==> config.mk <==
export PLATFORM = sky130hd
export DESIGN_NAME = serial_image_loader
export DESIGN_NICKNAME = d
export VERILOG_FILES = /design/src/rtl/serial_image_loader.sv
export SDC_FILE = /design/constraint.sdc
export NUM_CORES = 1
export LEC_CHECK = 0
export ABC_AREA = 1
export CORE_MARGIN = 2
export CORE_UTILIZATION = 58
export DETAILED_ROUTE_END_ITERATION = 10
export MAX_ROUTING_LAYER = met4
export PLACE_DENSITY = 0.87
export SYNTH_ARGS = -nofsm -noshare
export SYNTH_HDL_FRONTEND = slang
export SYNTH_SLANG_ARGS = --single-unit
==> constraint.sdc <==
create_clock -name clk -period 8.5 [get_ports clk]
set_input_delay 1.7 -clock clk [delete_from_list [all_inputs] [get_ports clk]]
set_output_delay 1.7 -clock clk [all_outputs]
set_load 0.02 [all_outputs]
==> src/rtl/serial_image_loader.sv <==
// -----------------------------------------------------------------------------
// serial_image_loader
//
// Sits upstream of the morphologic GA. It parses the byte stream from the
// serial receiver into framed commands:
//   A5 01 <N bytes> <csum>  load origin image
//   A5 02 <N bytes> <csum>  load objective image
//   A5 03                   start: pulse ga_rst (only once both images exist)
// with N = ImageWidth*ImageHeight/8 and csum = cmd XOR all payload bytes.
// Payload bytes collect in a shadow register. The visible image only changes
// when a frame passes its checksum, so the GA never sees a partial image.
//
// Ports:
//   clk        system clock
//   rst        asynchronous, active-high reset
//   rx_data    received byte
//   rx_valid   one-cycle strobe qualifying rx_data
//   origin     committed origin image (first payload byte in the MSBs)
//   objective  committed objective image (same byte order)
//   ga_rst     reset to the GA core, high for GaRstCycles cycles
//   ready      both images committed at least once since reset
//   busy       frame parser not idle
//   frame_ok   one-cycle pulse: load frame committed
//   frame_err  one-cycle pulse: frame rejected
//
// Build option:
//   DEFAULT_IMAGES_EN  when defined, reset loads a built-in origin/objective
//                      pair and marks both images as loaded (ready=1 out of
//                      reset). The pair is meant for 8x4. Other sizes take it
//                      zero-extended or truncated.
// -----------------------------------------------------------------------------
module serial_image_loader #(
  parameter int ImageWidth    = 8,
  parameter int ImageHeight   = 4,
  parameter int TimeoutCycles = 1000,
  parameter int GaRstCycles   = 4
) (
  input  logic                                clk,
  input  logic                                rst,
  input  logic [7:0]                          rx_data,
  input  logic                                rx_valid,
  output logic [ImageWidth*ImageHeight-1:0]   origin,
  output logic [ImageWidth*ImageHeight-1:0]   objective,
  output logic                                ga_rst,
  output logic                                ready,
  output logic                                busy,
  output logic                                frame_ok,
  output logic                                frame_err
);

  localparam int Img    = ImageWidth * ImageHeight;
  localparam int NBytes = Img / 8;
  localparam int TW     = $clog2(TimeoutCycles + 1);
  localparam int GW     = $clog2(GaRstCycles + 1);
  localparam int BW     = $clog2(NBytes + 1);

  localparam logic [7:0] SYNC          = 8'hA5;
  localparam logic [7:0] CMD_ORIGIN    = 8'h01;
  localparam logic [7:0] CMD_OBJECTIVE = 8'h02;
  localparam logic [7:0] CMD_START     = 8'h03;

`ifdef DEFAULT_IMAGES_EN
  localparam logic [Img-1:0] ORIGIN_RST    = Img'(32'h00100000);
  localparam logic [Img-1:0] OBJECTIVE_RST = Img'(32'h387C3810);
  localparam logic           LOADED_RST    = 1'b1;
`else
  localparam logic [Img-1:0] ORIGIN_RST    = '0;
  localparam logic [Img-1:0] OBJECTIVE_RST = '0;
  localparam logic           LOADED_RST    = 1'b0;
`endif

  typedef enum logic [2:0] {
    S_IDLE,
    S_CMD,
    S_PAYLOAD,
    S_CHECK,
    S_START
  } state_t;

  state_t           state, state_nx;
  logic [TW-1:0]    idle_cnt;
  logic [BW-1:0]    byte_cnt;
  logic [GW-1:0]    ga_cnt;
  logic             target_obj;
  logic             origin_loaded, objective_loaded;
  logic [Img-1:0]   shadow;
  logic [7:0]       acc;

  logic             ok_nx, err_nx;
  logic             start_frame, shift_en, commit;
  logic             pulse_start, pulse_end;
  logic             in_frame, timed_out;

  assign ready = origin_loaded & objective_loaded;

  // The idle counter only runs while a frame is open. A byte arriving on
  // the expiry cycle takes priority over the timeout.
  assign in_frame  = (state == S_CMD) || (state == S_PAYLOAD) || (state == S_CHECK);
  assign timed_out = in_frame && !rx_valid && (idle_cnt == TW'(TimeoutCycles - 1));

  always_comb begin
    state_nx    = state;
    ok_nx       = 1'b0;
    err_nx      = 1'b0;
    start_frame = 1'b0;
    shift_en    = 1'b0;
    commit      = 1'b0;
    pulse_start = 1'b0;
    pulse_end   = 1'b0;
    case (state)
      S_IDLE: begin
        if (rx_valid && (rx_data == SYNC)) state_nx = S_CMD;
      end
      S_CMD: begin
        if (rx_valid) begin
          if ((rx_data == CMD_ORIGIN) || (rx_data == CMD_OBJECTIVE)) begin
            state_nx    = S_PAYLOAD;
            start_frame = 1'b1;
          end else if ((rx_data == CMD_START) && ready) begin
            state_nx    = S_START;
            pulse_start = 1'b1;
          end else begin
            state_nx = S_IDLE;
            err_nx   = 1'b1;
          end
        end else if (timed_out) begin
          state_nx = S_IDLE;
          err_nx   = 1'b1;
        end
      end
      S_PAYLOAD: begin
        // 0xA5 here is payload data, never a resync.
        if (rx_valid) begin
          shift_en = 1'b1;
          if (byte_cnt == BW'(NBytes - 1)) state_nx = S_CHECK;
        end else if (timed_out) begin
          state_nx = S_IDLE;
          err_nx   = 1'b1;
        end
      end
      S_CHECK: begin
        if (rx_valid) begin
          state_nx = S_IDLE;
          if (rx_data == acc) begin
            commit = 1'b1;
            ok_nx  = 1'b1;
          end else begin
            err_nx = 1'b1;
          end
        end else if (timed_out) begin
          state_nx = S_IDLE;
          err_nx   = 1'b1;
        end
      end
      S_START: begin
        // Incoming bytes are dropped for the whole pulse.
        if (ga_cnt == GW'(GaRstCycles - 1)) begin
          state_nx  = S_IDLE;
          pulse_end = 1'b1;
        end
      end
      default: state_nx = S_IDLE;
    endcase
  end

  always_ff @(posedge clk or posedge rst) begin
    if (rst) begin
      state            <= S_IDLE;
      busy             <= 1'b0;
      frame_ok         <= 1'b0;
      frame_err        <= 1'b0;
      ga_rst           <= 1'b0;
      idle_cnt         <= '0;
      byte_cnt         <= '0;
      ga_cnt           <= '0;
      target_obj       <= 1'b0;
      origin           <= ORIGIN_RST;
      objective        <= OBJECTIVE_RST;
      origin_loaded    <= LOADED_RST;
      objective_loaded <= LOADED_RST;
    end else begin
      state     <= state_nx;
      busy      <= (state_nx != S_IDLE);
      frame_ok  <= ok_nx;
      frame_err <= err_nx;

      if (rx_valid || (state_nx == S_IDLE) || (state_nx == S_START))
        idle_cnt <= '0;
      else
        idle_cnt <= idle_cnt + 1'b1;

      if (start_frame) begin
        byte_cnt   <= '0;
        target_obj <= (rx_data == CMD_OBJECTIVE);
      end else if (shift_en) begin
        byte_cnt <= byte_cnt + 1'b1;
      end

      if (pulse_start) begin
        ga_rst <= 1'b1;
        ga_cnt <= '0;
      end else if (pulse_end) begin
        ga_rst <= 1'b0;
      end else if (state == S_START) begin
        ga_cnt <= ga_cnt + 1'b1;
      end

      // Commit the shadow image to the selected output.
      if (commit) begin
        if (target_obj) begin
          objective        <= shadow;
          objective_loaded <= 1'b1;
        end else begin
          origin        <= shadow;
          origin_loaded <= 1'b1;
        end
      end
    end
  end

  // Shadow image and running checksum. Each frame fully rewrites them
  // before they are used, so they need no reset.
  always_ff @(posedge clk) begin
    if (start_frame) begin
      acc <= rx_data;
    end else if (shift_en) begin
      acc    <= acc ^ rx_data;
      shadow <= (shadow << 8) | Img'(rx_data);
    end
  end

endmodule

Word-level counts from Yosys, hierarchy flattened
Cells that the tools add are included.

word-level totals
  bits in registers = 130
  input port bits = 11
  output and inout port bits = 69
  logic and storage cells = 99

cells by class
  $add $sub $neg = 3
  equality and inequality tests = 14
  muxes and demuxes = 42
  bitwise logic cells = 5
  reduce and logical (&&, ||, !) cells = 20

operators with widths
  cell                                           count
  2-to-1 mux 3 bit                               14
  bitwise OR 32 x 8 -> 32 bit                    1
  2-to-1 mux 1 bit                               23
  == test 8 x 2 -> 1 bit, second input constant  2
  2-to-1 mux 8 bit                               2
  one-hot mux 3 bit (5 select lines)             1
  == test 3 x 2 -> 1 bit, second input constant  4
  adder 10 x 1 -> 10 bit, second input constant  1
  == test 10 bit, second input constant          1
  2-to-1 mux 10 bit                              1
  == test 8 x 1 -> 1 bit, second input constant  1
  == test 8 bit                                  1
  == test 8 bit, second input constant           1
  AND reduction 2 bit                            4
  XOR 8 bit                                      1
  adder 3 x 1 -> 3 bit, second input constant    2
  == test 3 bit, second input constant           2
  logical NOT 3 bit                              2
  nonzero test 2 bit                             3
  logical OR 1 bit                               5
  logical AND 1 bit                              4
  == test 3 x 1 -> 1 bit, second input constant  1
  one-hot mux 1 bit (3 select lines)             1
  nonzero test 3 bit                             1
  4 further kinds                                5

Depth between registers and ports, before layout
Gate-level depths: netlist of run 1.

  word-level depth = 12
  gate-level depth with buffers = 11
  gate-level depth less buffers = 11

Worst setup path after synthesis of run 1
No wires, ideal clock.

  path kind = input -> register
  start = input rx_valid
  end = register acc[0] (enable)
  library setup time = 0.337 ns
  data arrival time = 3.186 ns
  data required time = 8.163 ns
  setup slack = 4.977 ns
  cell stages on the path = 4
  buffers on the path = 0
  cell sequence = inv_2 > nor2_2 > inv_1 > nand2_1

between the ends
  cells in the longest elaborated chain, start to end = 3
  elaborated cells on any way between the ends = 5
  classes of those cells = 4 x mux; 1 x reduce/logical

ends and longest elaborated chain
  item                                        line      text
  start, declared                             41        input logic rx_valid,
  2-to-1 mux 1 bit, on equally long branches  115, 133
  2-to-1 mux 1 bit                            110       case (state)
  nonzero test 2 bit (no source line) (*)     n/a
  end signal, assigned                        225       acc <= rx_data;
  end signal, assigned                        227       acc <= acc ^ rx_data;
  end, declared                               87        logic [7:0] acc;

Mark *: on every way between the ends. The rest lies on a longest branch, timed or not.
A chain may end at the register's enable or synchronous reset.

Worst setup path in the final report of run 1
  start = input rx_valid
  end = register origin[17]

between the ends
  cells in the longest elaborated chain, start to end = 3

ends and longest elaborated chain
  item                                  line  text
  2-to-1 mux 1 bit                      142   if (rx_valid) begin
  2-to-1 mux 1 bit                      110
  AND reduction 2 bit (no source line)  n/a
  end signal, assigned                  214   origin <= shadow;
  end, declared                         42    output logic [ImageWidth*ImageHeight-1:0] origin,

No other way between the ends.

==> results of run 1 <==
[registers in the layout, summed over array words and instances, names as in the netlist]
register / count
target_obj: 1
shadow: 32
frame_err: 1
objective: 32
idle_cnt: 10
byte_cnt: 3
origin: 32
acc: 8
busy: 1
state: 3
ga_cnt: 3
objective_loaded: 1
ga_rst: 1
frame_ok: 1
origin_loaded: 1
[cell usage after synthesis]
cell	count
nor2_1	28
nor3_1	4
inv_1	30
nand4_1	65
nand3_1	14
nand4_4	2
dfrtp_1	90
o21ai_0	5
clkinv_4	1
xor2_1	4
nand2_1	179
ha_1	5
a31oi_1	1
xnor2_1	10
o22ai_1	2
buf_6	13
nand2_2	4
a21oi_1	5
nor2_2	13
a22oi_1	1
nand2_4	2
edfxtp_1	40
nor2_4	3
inv_2	6
buf_2	13
[final timing paths]
| path | from | endpoint | slack (ns) |
|---|---|---|---|
| min in group asynchronous | rst | ga_rst | 1.83 |
| worst max-delay path | rx_valid | origin[17] | 4.89 |
| worst max register to register | target_obj | origin[17] | 5.34 |
| max in group asynchronous | rst | objective[2] | 5.94 |
| worst min-delay path | origin[29] | origin[29] | 0.48 |
| worst min register to register | origin[29] | origin[29] | 0.48 |
[power by group through the flow]
stage / clock (mW) / combinational [mW] / sequential (mW)
finish: 0.694 / 0.0302 / 0.646
floorplan: 0 / 0.0176 / 0.658
global route: 0.727 / 0.0344 / 0.646
global placement: 0 / 0.0288 / 0.657
detailed placement: 0 / 0.0303 / 0.658
CTS: 0.698 / 0.0310 / 0.646
[cells in the final DEF (no fill, tap or decap), drive strengths merged, types with 5 or more instances in the layout]
master and count:
clkbuf 18, inv 40, dfrtp 90, o21ai 5
xnor2 10, nand3 14, clkdlybuf4s50 79, edfxtp 40
a21oi 5, nor2 44, nand2 185, nand4 67
ha 5, clkinv 7
[metrics by stage]
| stage | hold slack (ns) | instances |
|---|---|---|
| after global placement | 0.446 | 725 |
| after CTS | 0.484 | 756 |
| after detailed placement | 0.469 | 725 |
| final | 0.480 | 756 |
| after floorplan | 0.433 | 540 |
| after global routing | 0.499 | 756 |
[per-layer routing]
metal | vias up | global-route usage (%) | wire (um)
met5 | - | - | 0
met4 | 0 | 11.4 | 283
met3 | 33 | 5.68 | 800
met2 | 201 | 46.9 | 6850
met1 | 2061 | 31.4 | 4860
li1 | 1950 | - | -
[layout make-up]
cell class	count	area [sq um]	area share, %
clock buffers	18	428	6.22
clock inverters	13	133	1.93
inverters	37	145	2.11
multi-input cells	347	1740	25.3
flip-flops and latches	130	3450	50.2
well taps	129	161	2.35
repair buffers	82	813	11.8
[cell families after synthesis]
family / share of synthesized area (%)
flip-flops: 62.2
adder cells (fa/ha/maj): 1.13
buffers and inverters: 6.40
AND/OR/NAND/NOR: 26.7
XOR/XNOR: 2.21
AO/OA/AOI/OAI: 1.38
[critical path, cell delays in order]
cell and delay [ns]:
clkdlybuf4s50_1 0.61, inv_2 0.15, nor2_4 0.12, buf_4 0.52
nand4_4 0.52, nand2_1 0.27, nand2_1 0.08
==> metrics.txt, run 1 <==
grt ovf=0; number of maximum-capacitance constraint violations=0; Setup violations, final=0; area of all placed cells without fillers=0.00687 sq mm; internal power summed over all cells=about 1.1 mW; number of nets with antenna violations after routing=0; All-Layer GR Usage=approximately 27%; relative contribution of sequential cells to total power=47.1%; area added between synthesis and finish=23.9%; number of clock sinks=130; Synth cell types=25; relative slew slack=between 10% and 20%; synthesized area per cell=around 10 sq um; Post-CTS Setup Bufs=0; endpoint kind of the worst setup timing path=flop; insertion delay of the later-clocked pin in the worst-skew pair=roughly 0.53 ns; post-route setup TNS=0 ns; die span in y=roughly 100 um; number of antenna violations at the first check in global routing=0; Clock Power Share=roughly half; combinational power share=around 2.2%; Pwr per Cell Area=199 mW/mm^2; buffers added on ports=about 80; synthesized instance count=540; total number of placement rows=35; clk root buf=clkbuf_8; total routed wirelength=~13000 um; Post-layout nets=631; Switching Power=292 uW; fillers=577; CTS max path bufs=2; number of cells traversed by the worst register-to-register path=4; Worst Hold Depth=2; endpoint arrival time on the critical path=around 4 ns; Initial DRT Pass Iterations=6; slack of the critical path=4.89 ns; H-tree depth=4; Vias/cell=about 5.6; effective utilization at floorplan=approximately three fifths; time the final worst path needs with I/O delays and setup=3.61 ns; number of inserted diodes=0; DIE WIDTH=102 um; cell type with the largest total area after synthesis=dfrtp_1; Post-CTS Hold Buffers=0; switch share=a little over a fifth; status=finished, final reports clean; top-area cell type share of the netlist area=40.6%; Final Skew=0.0100 ns; post-synthesis cell area=between 0.005 and 0.006 sq mm; Worst Tran Pin Value=1.32 ns; pin count of the biggest net entering global routing=91; cell area reported after detailed placement=approximately 0.0063 sq mm; number of DRC violations after detailed-routing iteration 0=287; Post-Place Worst Slack=4.51 ns; total die area=0.0104 sq mm; critical path startpoint category=primary input; number of pins exceeding their max-slew limit in the final report=0; post-layout power=1.37 mW; Synth Warn #=0; maximum vdd ir drop=158 uV; RSZ-0062 raised after global routing=no; fraction of the yosys area taken by sequential cells=a little over 60%; required time of the critical path=8.91 ns; share of the core filled with cells in the final layout=approximately 74%; Post-DP HPWL=7880 um; Synthesized Nets=~560; synth top area cells=dfrtp_1, edfxtp_1, nand2_1; number of design rule violations left after detail routing=0; fmax=approximately 0.28 GHz; classification of the worst-slack hold path=flop to flop; kind of critical path=primary input to flop; I/O Pins=80; clock-pin slew on the worst setup and hold paths=0.06 ns; vias in the first global route=4260; first-pass GRT wire length=20700 um; total vias in the final route=4245; CTS tree=done; Lkg Pwr=3.19 nW; Hold Violations, Final=0; number of buffers created by CTS=17; Core Region=about 0.0092 sq mm; count of cells resized by post-cts repair=0; number of register bits inferred by synthesis=130; weighted congestion at the end of routability-driven global placement=0.824; maximum fanout count along the critical path=66; fraction of final layout cells sized beyond drive strength 1=between 10% and 20%; post-route fraction of the period consumed by the critical path=42.4%; drt wl/cell=16.9 um
No activity file was read; power rests on OpenSTA's default activity.
==> run 2, diff against run 1 <==
--- a/config.mk
+++ b/config.mk
@@ -7,10 +7,10 @@
 export LEC_CHECK = 0
 export ABC_AREA = 1
 export CORE_MARGIN = 2
-export CORE_UTILIZATION = 58
+export CORE_UTILIZATION = 54
 export DETAILED_ROUTE_END_ITERATION = 10
 export MAX_ROUTING_LAYER = met4
-export PLACE_DENSITY = 0.87
+export PLACE_DENSITY = 0.82
 export SYNTH_ARGS = -nofsm -noshare
 export SYNTH_HDL_FRONTEND = slang
 export SYNTH_SLANG_ARGS = --single-unit
==> constraint.sdc (replaced) <==
create_clock -name clk -period 3.33 [get_ports clk]
set_input_delay 0.666 -clock clk [delete_from_list [all_inputs] [get_ports clk]]
set_output_delay 0.666 -clock clk [all_outputs]
set_load 0.02 [all_outputs]
==> run 2 against run 1 <==
Non-clock buffer count is 3 higher. Via count is 2.0% lower. Wire length is 7.9% lower. Total power grew to 2.5 times the previous value. Clock-buffer cell count is 1 lower. Die area is 7.1% higher. First-iteration DRC count is 10% lower. Global-route usage is 4.0 points lower. Design area is 0.62% higher. Clock skew is 0.0026 ns higher. Sequential power grew to 2.6 times the previous value.
==> metrics.txt, run 2 (same netlist as run 1, synthesis figures left out) <==
number of DRC violations after detailed-routing iteration 0=258 (-10%); post-route setup TNS=0 ns (unchanged); status=finished, final reports clean; Vias/cell=5.42 (-3.4%); total routed wirelength=11800 um (-7.9%); vias in the first global route=4099 (-3.8%); pin count of the biggest net entering global routing=65 (-29%); Hold Violations, Final=0 (unchanged); Core Region=0.0101 sq mm (+9.7%); switch share=22.6% (+1.3 points); RSZ-0062 raised after global routing=no; clock-pin slew on the worst setup and hold paths=0.06 ns (about the same); biggest regs=objective x32, origin x32, shadow x32; Initial DRT Pass Iterations=4 (-2); maximum fanout count along the critical path=2 (-97%); relative slew slack=63.9% (+52 points); most used cells in the layout excluding fill and tap cells=nand2_1, dfrtp_1, clkdlybuf4s50_1, nand4_1, edfxtp_1; final hold slack=0.480 ns (-0.000644 ns); total vias in the final route=4159 (-2.0%); relative contribution of sequential cells to total power=47.5% (+0.4 points); insertion delay of the later-clocked pin in the worst-skew pair=0.52 ns (about the same); Final Skew=0.0127 ns (+0.00264 ns); drt wl/cell=15.4 um (-9.2%); combinational power share=2.3% (about the same); total die area=0.0111 sq mm (+7.1%); Switching Power=785 uW (+170%); Lkg Pwr=3.19 nW (about the same); fraction of final layout cells sized beyond drive strength 1=10.9% (+0.41 points); grt ovf=0 (unchanged); number of buffers created by CTS=17 (unchanged); classification of the worst-slack hold path=flop to flop; count of cells resized by post-cts repair=0 (unchanged); share of the core filled with cells in the final layout=68.2% (-6.2 points); number of pins exceeding their max-slew limit in the final report=0 (unchanged); Post-CTS Setup Bufs=0 (unchanged); area added between synthesis and finish=24.6%; Clock Power Share=50.2% (-0.4 points); number of nets with antenna violations after routing=0 (unchanged); CTS tree=done; post-route fraction of the period consumed by the critical path=a little under three quarters; Setup violations, final=0 (unchanged); number of clock sinks=130 (unchanged); H-tree depth=4 (unchanged); endpoint arrival time on the critical path=1.71 ns (-2.30 ns); Post-CTS Hold Buffers=0 (unchanged); fmax=0.421 GHz; number of antenna violations at the first check in global routing=0 (unchanged); internal power summed over all cells=2.68 mW (+150%); Worst Tran Pin Value=0.540 ns (-0.779 ns); maximum vdd ir drop=334 uV (+110%); I/O Pins=80 (unchanged); All-Layer GR Usage=23.3% (-4.0 points); Post-DP HPWL=7880 um (about the same); buffers added on ports=79 (unchanged); Post-layout nets=634 (+0.48%); critical path startpoint category=flop; total number of placement rows=37 (+5.7%); kind of critical path=flop to primary output; first-pass GRT wire length=19700 um (-4.8%); number of design rule violations left after detail routing=0 (unchanged); number of maximum-capacitance constraint violations=0 (unchanged); DIE WIDTH=105 um (+3.5%); clk root buf=clkbuf_8; effective utilization at floorplan=54.7% (-5.3 points); weighted congestion at the end of routability-driven global placement=0.848 (+2.8%); number of inserted diodes=0 (unchanged); total instance count after detailed placement=735 (+1.4%); number of cells in the finished layout apart from fillers=767 (+1.5%); Pwr per Cell Area=501 mW/mm^2 (+150%); CTS max path bufs=2 (unchanged); required time of the critical path=2.66 ns (-6.25 ns); time the final worst path needs with I/O delays and setup=2.38 ns; most common library cell in the layout ignoring fill and taps=nand2_1; die span in y=105 um (+3.5%); post-layout power=3.47 mW (+150%); endpoint kind of the worst setup timing path=primary output
[run 2: cell types whose count changed in the layout (fill, tap and decap cells not counted), sizes merged]
| cell | delta |
|---|---|
| buf | +3 |
| bufinv | -1 |
| clkinvlp | +3 |
| clkinv | -3 |
| clkbuf | -1 |
| inv | +3 |
[run 2: path summary, 6_finish.rpt]
check	slack [ns]	end	cells past startpoint	startpoint
max	0.95	ready	3	origin_loaded
min	0.48	shadow[29]	0	shadow[21]
max reg2reg	1.36	origin[14]	7	state[1]
min reg2reg	0.48	shadow[29]	0	shadow[21]
max in group asynchronous	2.10	ga_rst	3	rst
min in group asynchronous	0.54	objective[4]	2	rst
[run 2: power groups by stage]
stage | Combinational [mW] | Clock, mW | Sequential (mW)
after floorplan | 0.0449 | 0 | 1.68
after global placement | 0.0777 | 0 | 1.68
after detailed placement | 0.0804 | 0 | 1.68
after CTS | 0.0812 | 1.76 | 1.65
after global routing | 0.0903 | 1.83 | 1.65
final | 0.0793 | 1.74 | 1.65
[run 2: cell type report]
class                           count  area (sq um)
Sequential cell                   130          3450
Fill cell                         725          3220
Multi-Input combinational cell    347          1740
Timing Repair Buffer               85           848
Clock buffer                       17           414
Tap cell                          136           170
Clock inverter                     15           145
Inverter                           37           145
[run 2: through the flow]
step / setup slack, ns / area, sq um
floorplan: 0.329 / 5550
global placement: 0.660 / 6360
detailed placement: 0.586 / 6360
CTS: 0.952 / 6920
global route: 0.889 / 6920
finish: 0.954 / 6920
[run 2: critical path, stage by stage, from the launching register on]
cell and delay (ns):
dfrtp_1 0.36, nand2_1 0.07, inv_1 0.14, clkdlybuf4s50_1 0.63
[run 2: routing by layer]
metal	GRT usage [%]	up-vias	part of all wire, %
li1	-	1966	-
met1	29.9	2035	42
met2	37.4	142	52
met3	4.82	16	4.7
met4	8.10	0	1.3
met5	-	-	0
==> run 3, diff against run 2 <==
==> constraint.sdc (replaced) <==
create_clock -name clk -period 2.4 [get_ports clk]
set_input_delay 0.48 -clock clk [delete_from_list [all_inputs] [get_ports clk]]
set_output_delay 0.48 -clock clk [all_outputs]
set_load 0.02 [all_outputs]
==> run 3 against run 2 <==
Non-clock buffer count is 9 higher. Largest cell class unchanged. Register-to-register slack got worse by 0.74 ns. Sequential power increased by 39%. Highest routed layer unchanged.
==> metrics.txt, run 3 (same netlist as run 1, synthesis figures left out) <==
number of gates on the worst path with buffers counted=3 (unchanged); CTS max path bufs=2 (unchanged); classification of the worst-slack hold path=primary input to asynchronous set/reset pin; Final Skew=0.00709 ns (-0.00556 ns); Vias/cell=5.51 (+1.6%); grt ovf=0 (unchanged); most common library cell in the layout ignoring fill and taps=nand2_1; time the final worst path needs with I/O delays and setup=2.14 ns; CTS tree=done; relative slew slack=60.4% (-3.5 points); insertion delay of the later-clocked pin in the worst-skew pair=0.51 ns (about the same); clk root buf=clkbuf_8; Post-layout nets=643 (+1.4%); count of buffer and inverter cells on the critical path=2 (unchanged); Pwr per Cell Area=694 mW/mm^2 (+39%); Initial DRT Pass Iterations=6 (+2); Lkg Pwr=3.26 nW (+2.1%); number of DRC violations after detailed-routing iteration 0=329 (+28%); number of cells traversed by the worst register-to-register path=10 (+3); endpoint arrival time on the critical path=1.66 ns (-0.05 ns); library cell contributing the largest single delay on the critical path=clkdlybuf4s50_1; total routed wirelength=12700 um (+7.8%); Setup violations, final=0 (unchanged); area of all placed cells without fillers=0.00704 sq mm (+1.8%); kind of critical path=flop to primary output; total vias in the final route=4276 (+2.8%); RSZ-0062 raised after global routing=no; number of maximum-capacitance constraint violations=0 (unchanged); vias in the first global route=4311 (+5.2%); cell area reported after detailed placement=0.00646 sq mm (+1.7%); drt wl/cell=16.4 um (+6.6%); maximum vdd ir drop=727 uV (+120%); number of design rule violations left after detail routing=0 (unchanged); maximum fanout count along the critical path=2 (unchanged); fmax=0.466 GHz; area added between synthesis and finish=26.8%; number of pins exceeding their max-slew limit in the final report=0 (unchanged); number of inserted diodes=0 (unchanged); number of buffers created by CTS=17 (unchanged); post-layout power=4.89 mW (+41%); post-route fraction of the period consumed by the critical path=89.4%; fraction of final layout cells sized beyond drive strength 1=12.3% (+1.4 points); endpoint kind of the worst setup timing path=primary output; Worst Tran Pin Value=0.593 ns (+0.0533 ns); Crit path max-delay family=buffers and inverters; Core Region=0.0101 sq mm (unchanged); worst reg-to-reg setup slack=0.62 ns (-0.74 ns); Post-CTS Setup Bufs=0 (unchanged); buffers added on ports=79 (unchanged); Post-CTS Hold Buffers=0 (unchanged); sequence of cells on the critical path=nand2_1, inv_1, clkdlybuf4s50_1; All-Layer GR Usage=24.9% (+1.5 points); DIE WIDTH=105 um (unchanged); required time of the critical path=1.92 ns (-0.74 ns); H-tree depth=4 (unchanged); total die area=0.0111 sq mm (unchanged); pin count of the biggest net entering global routing=91 (+40%); biggest regs=objective x32, origin x32, shadow x32; die span in y=105 um (unchanged); critical path startpoint category=flop; status=finished, final reports clean; total number of placement rows=37 (unchanged); clock-pin slew on the worst setup and hold paths=0.06 ns (about the same); number of nets with antenna violations after routing=0 (unchanged); crit-path max cell delay=0.62 ns (about the same); number of clock sinks=130 (unchanged); effective utilization at floorplan=54.7% (unchanged); post-route setup TNS=0 ns (unchanged); count of cells resized by post-cts repair=0 (unchanged); I/O Pins=80 (unchanged); most used cells in the layout excluding fill and tap cells=nand2_1, dfrtp_1, clkdlybuf4s50_1, nand4_1, edfxtp_1; Hold Violations, Final=0 (unchanged); weighted congestion at the end of routability-driven global placement=0.874 (+3.1%); number of antenna violations at the first check in global routing=0 (unchanged); first-pass GRT wire length=20900 um (+6.2%); Post-DP HPWL=8030 um (+1.9%)
run 3: final timing paths:
| check | start | to |
|---|---|---|
| setup / recovery | origin_loaded | ready |
| hold / removal | rst | byte_cnt[0] |
| setup reg to reg | idle_cnt[0] | idle_cnt[9] |
| hold reg to reg | objective_loaded | objective_loaded |
| max in group asynchronous | rst | origin[5] |
| min in group clk | objective_loaded | objective_loaded |
run 3: worst reg2reg max path: stages, from the launching register on:
cell	delay, ns
dfrtp_1	0.46
ha_1	0.26
nand2_1	0.10
nor2_1	0.11
nand2_1	0.06
nor2_1	0.10
nor2_1	0.05
nor2_1	0.21
nand2_2	0.11
nand2_4	0.17
nor2_2	0.05
run 3: per-layer routing:
metal  global-route usage, %  part of all wire, %  wire length, um
met1                    29.7                   40             5140
met2                    41.3                   52             6600
met3                    5.81                  5.5              702
met4                    9.14                  2.1              262
met5                       -                    0                0
run 3: final cells by class:
type,instances,area (sq um)
clock buffers,17,414
multi-input cells,347,1740
flip-flops and latches,130,3450
repair buffers,94,953
clock inverters,15,159
well taps,136,170
fillers,726,3100
inverters,37,148
run 3: stage by stage:
step | utilization (%) | worst slack [ns] | hold WS [ns] | cells
after floorplan | - | 0.0726 | 0.433 | 540
after global placement | 63.8 | 0.134 | 0.446 | 744
after detailed placement | 63.8 | 0.0548 | 0.459 | 744
after CTS | 69.4 | 0.233 | 0.459 | 776
after global routing | 69.4 | 0.156 | 0.478 | 776
final | 69.4 | 0.255 | 0.400 | 776
run 3: power by group:
| group | switching, mW | total, mW | internal [mW] |
|---|---|---|---|
| registers | 0.00302 | 2.29 | 2.28 |
| clock network | 1.06 | 2.48 | 1.42 |
| logic | 0.0759 | 0.120 | 0.0438 |
| total | 1.14 | 4.89 | 3.75 |
